===== src/rtl/signed_restoring_divider.sv =====
// signed_restoring_divider: multi-cycle restoring divider, one quotient bit
// per clock. It shares the start/finish/clock_count handshake with the Booth
// multiplier.
// Build option: define DIV_SIGNED_EN for two's-complement operands, where the
// quotient truncates toward zero and the remainder follows the dividend sign.
// Leave it undefined for unsigned operands.
module signed_restoring_divider #(
  parameter int WIDTH = 4
) (
  input  logic             clk,
  input  logic             rst,
  input  logic             start,
  input  logic [WIDTH-1:0] Dividend,
  input  logic [WIDTH-1:0] Divisor,
  output logic [WIDTH-1:0] quotient,
  output logic [WIDTH-1:0] remainder,
  output logic             finish,
  output logic             div_by_zero,
  output logic [7:0]       clock_count
);

  localparam int CW = $clog2(WIDTH + 1);

  typedef enum logic [1:0] {IDLE, RUN, FIX, DONE} state_t;

  state_t           state;
  logic [WIDTH-1:0] q_reg;      // dividend magnitude shifting out, quotient bits shifting in
  logic [WIDTH-1:0] m_reg;      // divisor magnitude
  logic [WIDTH-1:0] r_reg;      // partial remainder; always < divisor, so WIDTH bits suffice
  logic [CW-1:0]    count;
  logic             sign_q;
  logic             sign_r;

  logic [WIDTH-1:0] ld_dvd_mag;
  logic [WIDTH-1:0] ld_dvs_mag;
  logic             ld_sign_q;
  logic             ld_sign_r;
  logic [WIDTH:0]   r_shift;
  logic [WIDTH:0]   trial;
  logic [WIDTH-1:0] r_next;

  // Two's-complement negate, wrapping at WIDTH bits (so -2^(W-1) maps to itself).
  function automatic logic [WIDTH-1:0] neg_w(input logic [WIDTH-1:0] x);
    return ~x + WIDTH'(1);
  endfunction

  // Conditionally restore the sign of a magnitude.
  function automatic logic [WIDTH-1:0] apply_sign(input logic s, input logic [WIDTH-1:0] x);
    return s ? neg_w(x) : x;
  endfunction

  // Cycle counter increment that sticks at 8'hFF.
  function automatic logic [7:0] sat_inc8(input logic [7:0] c);
    return (c == 8'hFF) ? c : c + 8'd1;
  endfunction

  // Load-time operand conditioning and the single restoring trial subtraction.
  always_comb begin
    ld_dvd_mag = Dividend;
    ld_dvs_mag = Divisor;
    ld_sign_q  = 1'b0;
    ld_sign_r  = 1'b0;
`ifdef DIV_SIGNED_EN
    ld_sign_q  = Dividend[WIDTH-1] ^ Divisor[WIDTH-1];
    ld_sign_r  = Dividend[WIDTH-1];
    ld_dvd_mag = apply_sign(Dividend[WIDTH-1], Dividend);
    ld_dvs_mag = apply_sign(Divisor[WIDTH-1], Divisor);
`endif
    r_shift = {r_reg, q_reg[WIDTH-1]};
    trial   = r_shift - {1'b0, m_reg};
    r_next  = trial[WIDTH] ? r_shift[WIDTH-1:0] : trial[WIDTH-1:0];
  end

  // Control FSM and datapath: load, WIDTH shift/subtract steps, sign fix-up, hold.
  always_ff @(posedge clk or posedge rst) begin
    if (rst) begin
      state       <= IDLE;
      q_reg       <= '0;
      m_reg       <= '0;
      r_reg       <= '0;
      count       <= '0;
      sign_q      <= 1'b0;
      sign_r      <= 1'b0;
      quotient    <= '0;
      remainder   <= '0;
      finish      <= 1'b0;
      div_by_zero <= 1'b0;
      clock_count <= 8'd0;
    end else begin
      case (state)
        IDLE, DONE: begin
          if (start) begin
            sign_q      <= ld_sign_q;
            sign_r      <= ld_sign_r;
            q_reg       <= ld_dvd_mag;
            m_reg       <= ld_dvs_mag;
            r_reg       <= '0;
            count       <= CW'(WIDTH);
            clock_count <= 8'd0;
            if (Divisor == '0) begin
              // Division by zero completes on the load edge itself.
              div_by_zero <= 1'b1;
              quotient    <= '1;
              remainder   <= Dividend;
              finish      <= 1'b1;
              state       <= DONE;
            end else begin
              div_by_zero <= 1'b0;
              finish      <= 1'b0;
              state       <= RUN;
            end
          end
        end
        RUN: begin
          r_reg       <= r_next;
          q_reg       <= {q_reg[WIDTH-2:0], ~trial[WIDTH]};
          count       <= count - CW'(1);
          clock_count <= sat_inc8(clock_count);
          if (count == CW'(1)) state <= FIX;
        end
        FIX: begin
          // The overflow case -2^(W-1)/-1 wraps naturally through neg_w.
          quotient    <= apply_sign(sign_q, q_reg);
          remainder   <= apply_sign(sign_r, r_reg);
          clock_count <= sat_inc8(clock_count);
          finish      <= 1'b1;
          state       <= DONE;
        end
        default: state <= IDLE;
      endcase
    end
  end

endmodule

===== config.mk =====
export PLATFORM = sky130hd
export DESIGN_NAME = signed_restoring_divider
export DESIGN_NICKNAME = d
export VERILOG_FILES = /design/src/rtl/signed_restoring_divider.sv
export SDC_FILE = /design/constraint.sdc
export NUM_CORES = 1
export LEC_CHECK = 0
export CAP_MARGIN = 20
export CORE_MARGIN = 5
export CORE_UTILIZATION = 50
export DETAILED_ROUTE_END_ITERATION = 16
export MAX_ROUTING_LAYER = met4
export PLACE_DENSITY = 0.8
export SKIP_LAST_GASP = 1
export SYNTH_ARGS = -nofsm -noshare
export SYNTH_HDL_FRONTEND = slang
export SYNTH_SLANG_ARGS = --single-unit
export TNS_END_PERCENT = 10

===== constraint.sdc =====
create_clock -name clk -period 2.5 [get_ports clk]
set_input_delay 0.5 -clock clk [delete_from_list [all_inputs] [get_ports clk]]
set_output_delay 0.5 -clock clk [all_outputs]
set_load 0.01 [all_outputs]

==> run_results.csv, run 1 <==
group,metric,value,unit
run_status,status,"completed",
yosys,async_flop_share,100,%
clocking,cts_resized,0,
yosys,yosysWarnings,0,
global_route,overflow,0,
global_route,top_usage_layer,"met2",
cells_and_area,areaGrowthSynthToFinish,22.2,%
floorplanning,fp.dieW,70.6,µm
sta,timing.final.crit_share,89.6,%
clocking,clkLatencyLatePin,0.29,ns
yosys,syn_inst,186,
cells_and_area,final_common_cell,"dfrtp_1",
worst_setup_path,critPathMaxStageDelay,0.40,ns
hold_path,min_path_type,"reg2reg",
sta,slew_headroom,65.9,%
sta,tns,0,ns
yosys,synthAdderAreaFrac,7.90,%
power,power,2.71,mW
worst_setup_path,worstReg2RegEnd,"r_reg[0]",
cells_and_area,multi_input_area,877,µm²
place,place_congestion,0.857,
worst_setup_path,start_kind,"flop",
sta,timing.final.crit_period,2.24,ns
worst_setup_path,cp-end-kind,"flop",
worst_setup_path,critical_path.endpoint,"r_reg[0]",
worst_setup_path,cp.arrival,2.45,ns
sta,fmax,447,MHz
cells_and_area,largest-register,"clock_count",
worst_setup_path,rrSetupSlack,0.26,ns
cells_and_area,stdcell_area,2250,µm²
yosys,ys_seq_elements,35,
global_route,gr-usage-met3,4.83,%
power,leakagePower,0.980,nW
route,wire_per_inst,15.2,µm
yosys,netlist.area_leader.share,47.7,%
sta,rsz0062_at_grt,"false",
clocking,cts_buffers,5,
global_route,use_met2,26.8,%
global_route,antenna_found_initial,0,
yosys,muxShareOfSynthArea,6.19,%
route,drc,0,
clocking,clk_pin_slew,0.07,ns
cells_and_area,drive_above_1_share,8.22,%
place,placed_area,2160,µm²
cells_and_area,fin_util,62.3,%
global_route,grt_max_degree,36,
sta,final_hold_viol_count,0,
power,p_per_area,1200,nW/µm²
yosys,syn_avg_cell_area,9.88,µm²
route,route.vias.total,1446,
place,io_buffers,28,
clocking,htree_num_levels,2,
yosys,synthFlopType,"dfrtp_1",
cells_and_area,layout_common_cells,"dfrtp_1, clkdlybuf4s50_1, nand2_1",
yosys,synth_nets,208,
worst_setup_path,cp.required,2.71,ns
worst_setup_path,worst-path-max-fanout,5,
route,drt_iter0_markers,143,
sta,setup_viol,0,
worst_setup_path,crit_type,"reg2reg",
floorplanning,die-area,4990,µm²
yosys,synth_xor_area_share,2.79,%
floorplanning,die_h,70.6,µm
route,wl,4050,µm
yosys,synth_top_family_by_area,"compound AO/OA/AOI/OAI gates",
floorplanning,ios,29,
cells_and_area,fill_cells,302,
yosys,synth_edf_count,0,
flow_run,cap_violations,0,
place,dp_hpwl,2910,µm
clocking,root_buffer,"clkbuf_8",
power,peakVddDrop,0.536,mV
floorplanning,start_util,51.0,%
floorplanning,design.core.area,3610,µm²
yosys,synth_simple_gate_area_share,14.5,%
clocking,holdBufCountCts,0,
route,vias_per_cell,5.42,
worst_setup_path,cp_slowest_cell,"fa_1",
global_route,grt_pass1_vias,1395,
global_route,grt_pass1_wl,6840,µm
global_route,grt.total_usage,18.2,%
yosys,synthTopCellsByArea,"dfrtp_1, ha_1, nand2_1",
worst_setup_path,startpoint,"q_reg[3]",
yosys,ys_types,41,
yosys,synth_compound_area_share,16.3,%
worst_setup_path,rr_startpoint,"q_reg[3]",
floorplanning,num_rows,22,
cells_and_area,ff_latch_area,876,µm²
worst_setup_path,path_cells,"inv_1 -> ha_1 -> fa_1 -> nand2b_1 -> a21oi_2 -> xor2_2 -> mux2_1 -> o21ai_1",
sta,finalClockSkew,0.00281,ns
sta,drv_slew,0,
route,antenna_left,0,
cells_and_area,num_antenna_cells,0,
cells_and_area,fin_nets,240,
cells_and_area,largest_reg_flops,8,
clocking,cts.path.max_buffers,2,
clocking,cts_setup_buffers,0,
sta,tightestPinTransition,0.511,ns
clocking,cts.sinks,35,
global_route,met1_usage,23.1,%
route,firstDrtPassIters,4,
worst_setup_path,r2r_cells,8,
yosys,seq_area_frac_synth,47.7,%
clocking,cts_tree,"done",
yosys,yosysTopAreaCell,"dfrtp_1",
yosys,synth.cell_area,1840,µm²
[through the flow]
| stage | setup slack, ns | std cells | hold WS (ns) |
|---|---|---|---|
| 2_1_floorplan | 0.422 | 186 | 0.450 |
| 3_3_place_gp | 0.309 | 259 | 0.467 |
| 3_5_place_dp | 0.263 | 259 | 0.477 |
| 4_1_cts | 0.255 | 267 | 0.491 |
| 5_1_grt | 0.0922 | 267 | 0.505 |
| 6_report | 0.261 | 267 | 0.486 |
[synth_stat cells (2+ instances only)]
master     n
nand2_1   27
nor3_1     2
inv_1     13
a22o_1     2
o22a_1     4
ha_1      10
mux2_1     2
clkbuf_1   2
nor2_1    14
dfrtp_1   35
nand2b_1   2
o32ai_1    2
a21oi_1   13
nand3_1    4
mux2i_1    8
o21ai_1    4
xnor2_1    3
a31oi_1    2
o21ai_0   14
buf_2      2
[worst min-delay path by stage]
stage,start,end,slack (ns),cells past startpoint
floorplan,m_reg[0],m_reg[0],0.45,2
global placement,count[1],count[1],0.47,2
detailed placement,count[1],count[1],0.48,2
CTS,count[1],count[1],0.49,2
global route,count[1],count[1],0.50,2
finish,quotient[1],quotient[1],0.49,1
[cell type report]
class	instances	area share, %
multi-input combinational	132	39.1
tap	48	2.67
inverter	13	2.17
sequential	35	39.0
clock inverter	1	0.223
timing repair buffer	31	13.5
clock buffer	7	3.40
[critical path: cells and delay by family (launching register included)]
kind,cells,cell delay (ns)
multiplexers,1,0.36
flip-flops,1,0.36
XOR/XNOR,1,0.30
AND/OR/NAND/NOR,1,0.17
buffers and inverters,1,0.06
AO/OA/AOI/OAI,2,0.29
adder cells (fa/ha/maj),2,0.62
[report_power, final]
| part | internal (mW) | switching [mW] |
|---|---|---|
| registers | 0.783 | 0.162 |
| logic | 0.628 | 0.742 |
| clock network | 0.195 | 0.195 |
[layer usage]
metal	vias to the layer above	share of wire, %
li1	704	-
met4	0	2.7
met3	10	3.3
met2	27	47
met1	705	47
met5	-	0
[kinds of logic (layout without fill, tap and decap cells)]
family | count (synthesis) | in the layout
AO/OA/AOI/OAI | 48 | 48
AND/OR/NAND/NOR | 57 | 57
buffers and inverters | 19 | 52
XOR/XNOR | 5 | 5
adder cells (fa/ha/maj) | 11 | 11
multiplexers | 11 | 11
flip-flops | 35 | 35
No activity file was read; power rests on OpenSTA's default activity.
==> run 2: changes to the inputs <==
Settings changed: CORE_ASPECT_RATIO set to 2, CORE_MARGIN 5 to 1.
==> run 2 against run 1 <==
Net effect: non-clock buffer count is the same; sequential cell count is the same; clock power grew 5%; fmax shrank 1.5%; hold slack lost 0.0055 ns; total power shrank 0.29%; clock skew grew 0.0030 ns; global-route usage grew 6.3 points; critical path depth is the same; sequential share of layout area shrank 0.11 points; setup slack lost 0.035 ns; die area shrank 21%; critical endpoint is now r_reg[1]; largest power group unchanged.
==> run_results.csv, run 2 (synthesis results as in run 1) <==
group,metric,value,unit
power,peakVddDrop,0.743,mV
power,leakagePower,0.984,nW
worst_setup_path,crit_type,"reg2reg",
clocking,cts_resized,0,
route,drt_iter0_markers,39,
worst_setup_path,worstReg2RegEnd,"r_reg[1]",
sta,timing.final.crit_share,91.0,%
route,wl,3960,µm
route,antenna_left,0,
floorplanning,start_util,53.2,%
floorplanning,die_h,87.7,µm
clocking,htree_num_levels,2,
route,drc,0,
sta,setup_ws,0.226,ns
cells_and_area,layout_common_cells,"dfrtp_1, clkdlybuf4s50_1, nand2_1",
worst_setup_path,r2r_cells,8,
clocking,cts_buffers,5,
cells_and_area,areaGrowthSynthToFinish,22.5,%
clocking,cts.sinks,35,
global_route,met1_usage,25.7,%
floorplanning,fp.dieW,44.9,µm
global_route,grt.total_usage,24.5,%
power,power_frac_comb,49.8,%
power,p_switching,1.07,mW
place,dp_hpwl,2970,µm
global_route,top_usage_layer,"met2",
global_route,grt_pass1_vias,1447,
sta,finalClockSkew,0.00576,ns
sta,tightestPinTransition,0.471,ns
place,place_congestion,0.805,
flow_run,cap_violations,0,
floorplanning,design.core.area,3450,µm²
cells_and_area,drive_above_1_share,8.72,%
cells_and_area,final_common_cell,"dfrtp_1",
route,wire_per_inst,14.9,µm
clocking,cts_tree,"done",
sta,final_hold_viol_count,0,
clocking,root_buffer,"clkbuf_8",
place,place_ws,0.223,ns
worst_setup_path,start_kind,"flop",
cells_and_area,ff_latch_area,876,µm²
clocking,cts_setup_buffers,0,
hold_path,min_path_type,"reg2reg",
power,p_per_area,1200,nW/µm²
sta,rsz0062_at_grt,"false",
power,switching_share,39.7,%
sta,timing.final.crit_period,2.27,ns
sta,drv_slew,0,
global_route,use_met2,41.2,%
worst_setup_path,startpoint,"q_reg[3]",
floorplanning,num_rows,30,
global_route,overflow,0,
worst_setup_path,rrSetupSlack,0.23,ns
route,firstDrtPassIters,4,
sta,tns,0,ns
global_route,antenna_found_initial,0,
worst_setup_path,cp.required,2.71,ns
clocking,clkLatencyLatePin,0.29,ns
global_route,grt_pass1_wl,6660,µm
clocking,holdBufCountCts,0,
cells_and_area,num_antenna_cells,0,
cells_and_area,largest-register,"clock_count",
cells_and_area,fill_cells,290,
cells_and_area,largest_reg_flops,8,
place,io_buffers,28,
worst_setup_path,worst-path-max-fanout,5,
clocking,clk_pin_slew,0.07,ns
route,vias_per_cell,5.46,
cells_and_area,multi_input_area,877,µm²
worst_setup_path,rr_startpoint,"q_reg[3]",
clocking,cts.path.max_buffers,2,
power,p_clk_share,15.2,%
floorplanning,die-area,3940,µm²
worst_setup_path,cp.arrival,2.49,ns
floorplanning,ios,29,
worst_setup_path,cp-end-kind,"flop",
global_route,grt_max_degree,36,
global_route,gr-usage-met3,4.12,%
route,route.vias.total,1452,
sta,fmax,440,MHz
cells_and_area,fin_nets,240,
run_status,status,"completed",
power,internal-power,1.63,mW
sta,setup_viol,0,
worst_setup_path,critical_path.endpoint,"r_reg[1]",
power,p_seq_share,35.1,%
sta,slew_headroom,68.6,%
==> run 2: stage by stage <==
stage	total power [mW]	cell area, µm²	hold WS, ns	std cells	util (%)
6_report	2.70	2250	0.481	266	65.2
5_1_grt	2.91	2250	0.509	266	65.2
4_1_cts	2.72	2250	0.483	266	65.2
3_5_place_dp	2.30	2160	0.467	259	62.7
3_3_place_gp	2.24	2160	0.464	259	62.7
2_1_floorplan	1.87	1840	0.450	186	-
==> run 2: power groups by stage <==
stage | sequential (mW) | clock (mW) | combinational, mW
finish | 0.946 | 0.409 | 1.34
global route | 0.971 | 0.436 | 1.50
CTS | 0.946 | 0.419 | 1.36
detailed placement | 0.955 | 0 | 1.35
global placement | 0.945 | 0 | 1.30
floorplan | 0.963 | 0 | 0.909
==> run 2: worst min-delay path by stage <==
stage	cells past startpoint	slack (ns)	end	from
final	2	0.48	m_reg[0]	m_reg[0]
after global routing	2	0.51	m_reg[0]	m_reg[0]
after CTS	2	0.48	m_reg[0]	m_reg[0]
after detailed placement	2	0.47	m_reg[0]	m_reg[0]
after global placement	2	0.46	count[1]	count[1]
after floorplan	2	0.45	m_reg[0]	m_reg[0]
==> run 2: area by class of cell <==
type	count	share of cell area, %
multi-input cells	132	38.9
inverters	13	2.17
clock inverters	1	0.222
clock buffers	6	3.67
flip-flops and latches	35	38.9
well taps	48	2.67
repair buffers	31	13.4
==> run 2: per-layer routing <==
metal  part of all wire (%)  routed length [µm]  up-vias
met5                      0                   0        -
met4                    3.5                 138        0
met3                    3.6                 143       10
met2                     55                2190       34
met1                     38                1490      698
li1                       -                   -      710
==> run 2: critical path, cell delays in order (launching register included) <==
cell and delay (ns):
dfrtp_1 0.38, inv_1 0.06, ha_1 0.22, fa_1 0.41, nand2b_1 0.18, a21oi_2 0.17
xor2_2 0.30, mux2_1 0.36, o21ai_1 0.12
==> run 3: changes to the inputs <==
Settings changed: MAX_ROUTING_LAYER met4 to not set.
==> run 3 against run 2 <==
Net effect: wire length unchanged; clock skew down 0.0013 ns; register-to-register slack is essentially flat; die area did not move; total power is essentially flat; global-route usage is 0.79 points lower; sequential cell count is the same; first-iteration DRC count decreased by 7.7%; critical endpoint unchanged; largest cell class unchanged; highest routed layer unchanged.
==> run_results.csv, run 3 (synthesis results as in run 1) <==
group,metric,value,unit
run_status,status,"completed",
cells_and_area,fill_cells,290,
clocking,cts_resized,0,
power,p_per_area,1200,nW/µm²
sta,tns,0,ns
clocking,cts_setup_buffers,0,
route,antenna_left,0,
worst_setup_path,worst-path-max-fanout,5,
hold_path,min_path_type,"reg2reg",
flow_run,cap_violations,0,
clocking,cts_buffers,5,
clocking,cts.sinks,35,
worst_setup_path,path_cells,"inv_1 -> ha_1 -> fa_1 -> nand2b_1 -> a21oi_2 -> xor2_2 -> mux2_1 -> o21ai_1",
cells_and_area,final_common_cell,"dfrtp_1",
worst_setup_path,cp-end-kind,"flop",
route,drt_iter0_markers,36,
route,wire_per_inst,14.9,µm
cells_and_area,largest_reg_flops,8,
route,wl,3960,µm
floorplanning,start_util,53.2,%
worst_setup_path,crit_type,"reg2reg",
global_route,grt_pass1_wl,6640,µm
worst_setup_path,cp.required,2.71,ns
power,leakagePower,0.984,nW
route,firstDrtPassIters,4,
floorplanning,num_rows,30,
worst_setup_path,cp_slowest_cell,"fa_1",
cells_and_area,layout_common_cells,"dfrtp_1, clkdlybuf4s50_1, nand2_1",
sta,final_hold_viol_count,0,
global_route,antenna_found_initial,0,
clocking,htree_num_levels,2,
sta,rsz0062_at_grt,"false",
cells_and_area,fin_nets,240,
global_route,grt_pass1_vias,1452,
floorplanning,die_h,87.7,µm
global_route,grt_max_degree,36,
place,place_congestion,0.793,
cells_and_area,stdcell_area,2250,µm²
sta,fmax,440,MHz
floorplanning,ios,29,
clocking,holdBufCountCts,0,
floorplanning,fp.dieW,44.9,µm
worst_setup_path,cp_num_buf_inv,1,
clocking,cts_tree,"done",
sta,timing.final.crit_share,90.8,%
route,vias_per_cell,5.48,
cells_and_area,largest-register,"clock_count",
global_route,overflow,0,
place,io_buffers,28,
cells_and_area,drive_above_1_share,8.72,%
place,placed_area,2160,µm²
clocking,cts.path.max_buffers,2,
floorplanning,design.core.area,3450,µm²
route,drc,0,
sta,setup_viol,0,
clocking,clkLatencyLatePin,0.29,ns
worst_setup_path,cp.arrival,2.49,ns
worst_setup_path,start_kind,"flop",
power,peakVddDrop,0.745,mV
cells_and_area,areaGrowthSynthToFinish,22.5,%
floorplanning,die-area,3940,µm²
sta,drv_slew,0,
sta,slew_headroom,68.7,%
worst_setup_path,cp_top_family,"adder cells",
sta,timing.final.crit_period,2.27,ns
clocking,clk_pin_slew,0.07,ns
sta,tightestPinTransition,0.469,ns
clocking,root_buffer,"clkbuf_8",
global_route,grt.total_usage,23.7,%
worst_setup_path,critPathMaxStageDelay,0.41,ns
sta,finalClockSkew,0.00450,ns
cells_and_area,num_antenna_cells,0,
place,dp_hpwl,2970,µm
route,route.vias.total,1459,
run 3: final timing paths:
| path | endpoint | slack [ns] | from | cells past startpoint |
|---|---|---|---|---|
| min in group asynchronous | count[0] | 0.60 | rst | 3 |
| setup reg to reg | r_reg[1] | 0.23 | q_reg[3] | 8 |
| hold / removal | m_reg[0] | 0.48 | m_reg[0] | 2 |
| hold reg to reg | m_reg[0] | 0.48 | m_reg[0] | 2 |
| max in group asynchronous | m_reg[2] | 1.58 | rst | 3 |
| setup / recovery | r_reg[1] | 0.23 | q_reg[3] | 8 |
run 3: area by class of cell:
class | instances | area (µm²) | area share (%)
Clock buffer | 6 | 82.6 | 3.67
Clock inverter | 1 | 5.00 | 0.222
Timing Repair Buffer | 31 | 303 | 13.4
Inverter | 13 | 48.8 | 2.17
Sequential cell | 35 | 876 | 38.9
Tap cell | 48 | 60.1 | 2.67
Multi-Input combinational cell | 132 | 877 | 38.9
run 3: power breakdown:
group | internal, mW | switching [mW]
Clock | 0.216 | 0.195
Combinational | 0.627 | 0.714
Sequential | 0.783 | 0.163
run 3: metrics by stage:
stage          util [%]  total power [mW]  hold slack [ns]  std cells  worst slack, ns
2_1_floorplan         -              1.87            0.450        186            0.422
3_3_place_gp       62.7              2.24            0.464        259            0.333
3_5_place_dp       62.7              2.30            0.467        259            0.223
4_1_cts            65.2              2.72            0.483        266            0.221
5_1_grt            65.2              2.91            0.509        266           0.0883
6_report           65.2              2.70            0.480        266            0.229
run 3: per-layer routing:
layer  vias to the layer above  wire, µm  track usage, %
met4                         0       159            14.6
met5                         -         0               0
li1                        707         -               -
met1                       701      1450            25.7
met3                        12       166            4.33
met2                        39      2190            40.8
run 3: tightest hold or removal path, stage by stage, from the launching register on:
cell and delay (ns):
dfrtp_1 0.34, nand2_1 0.05, nand2_1 0.06
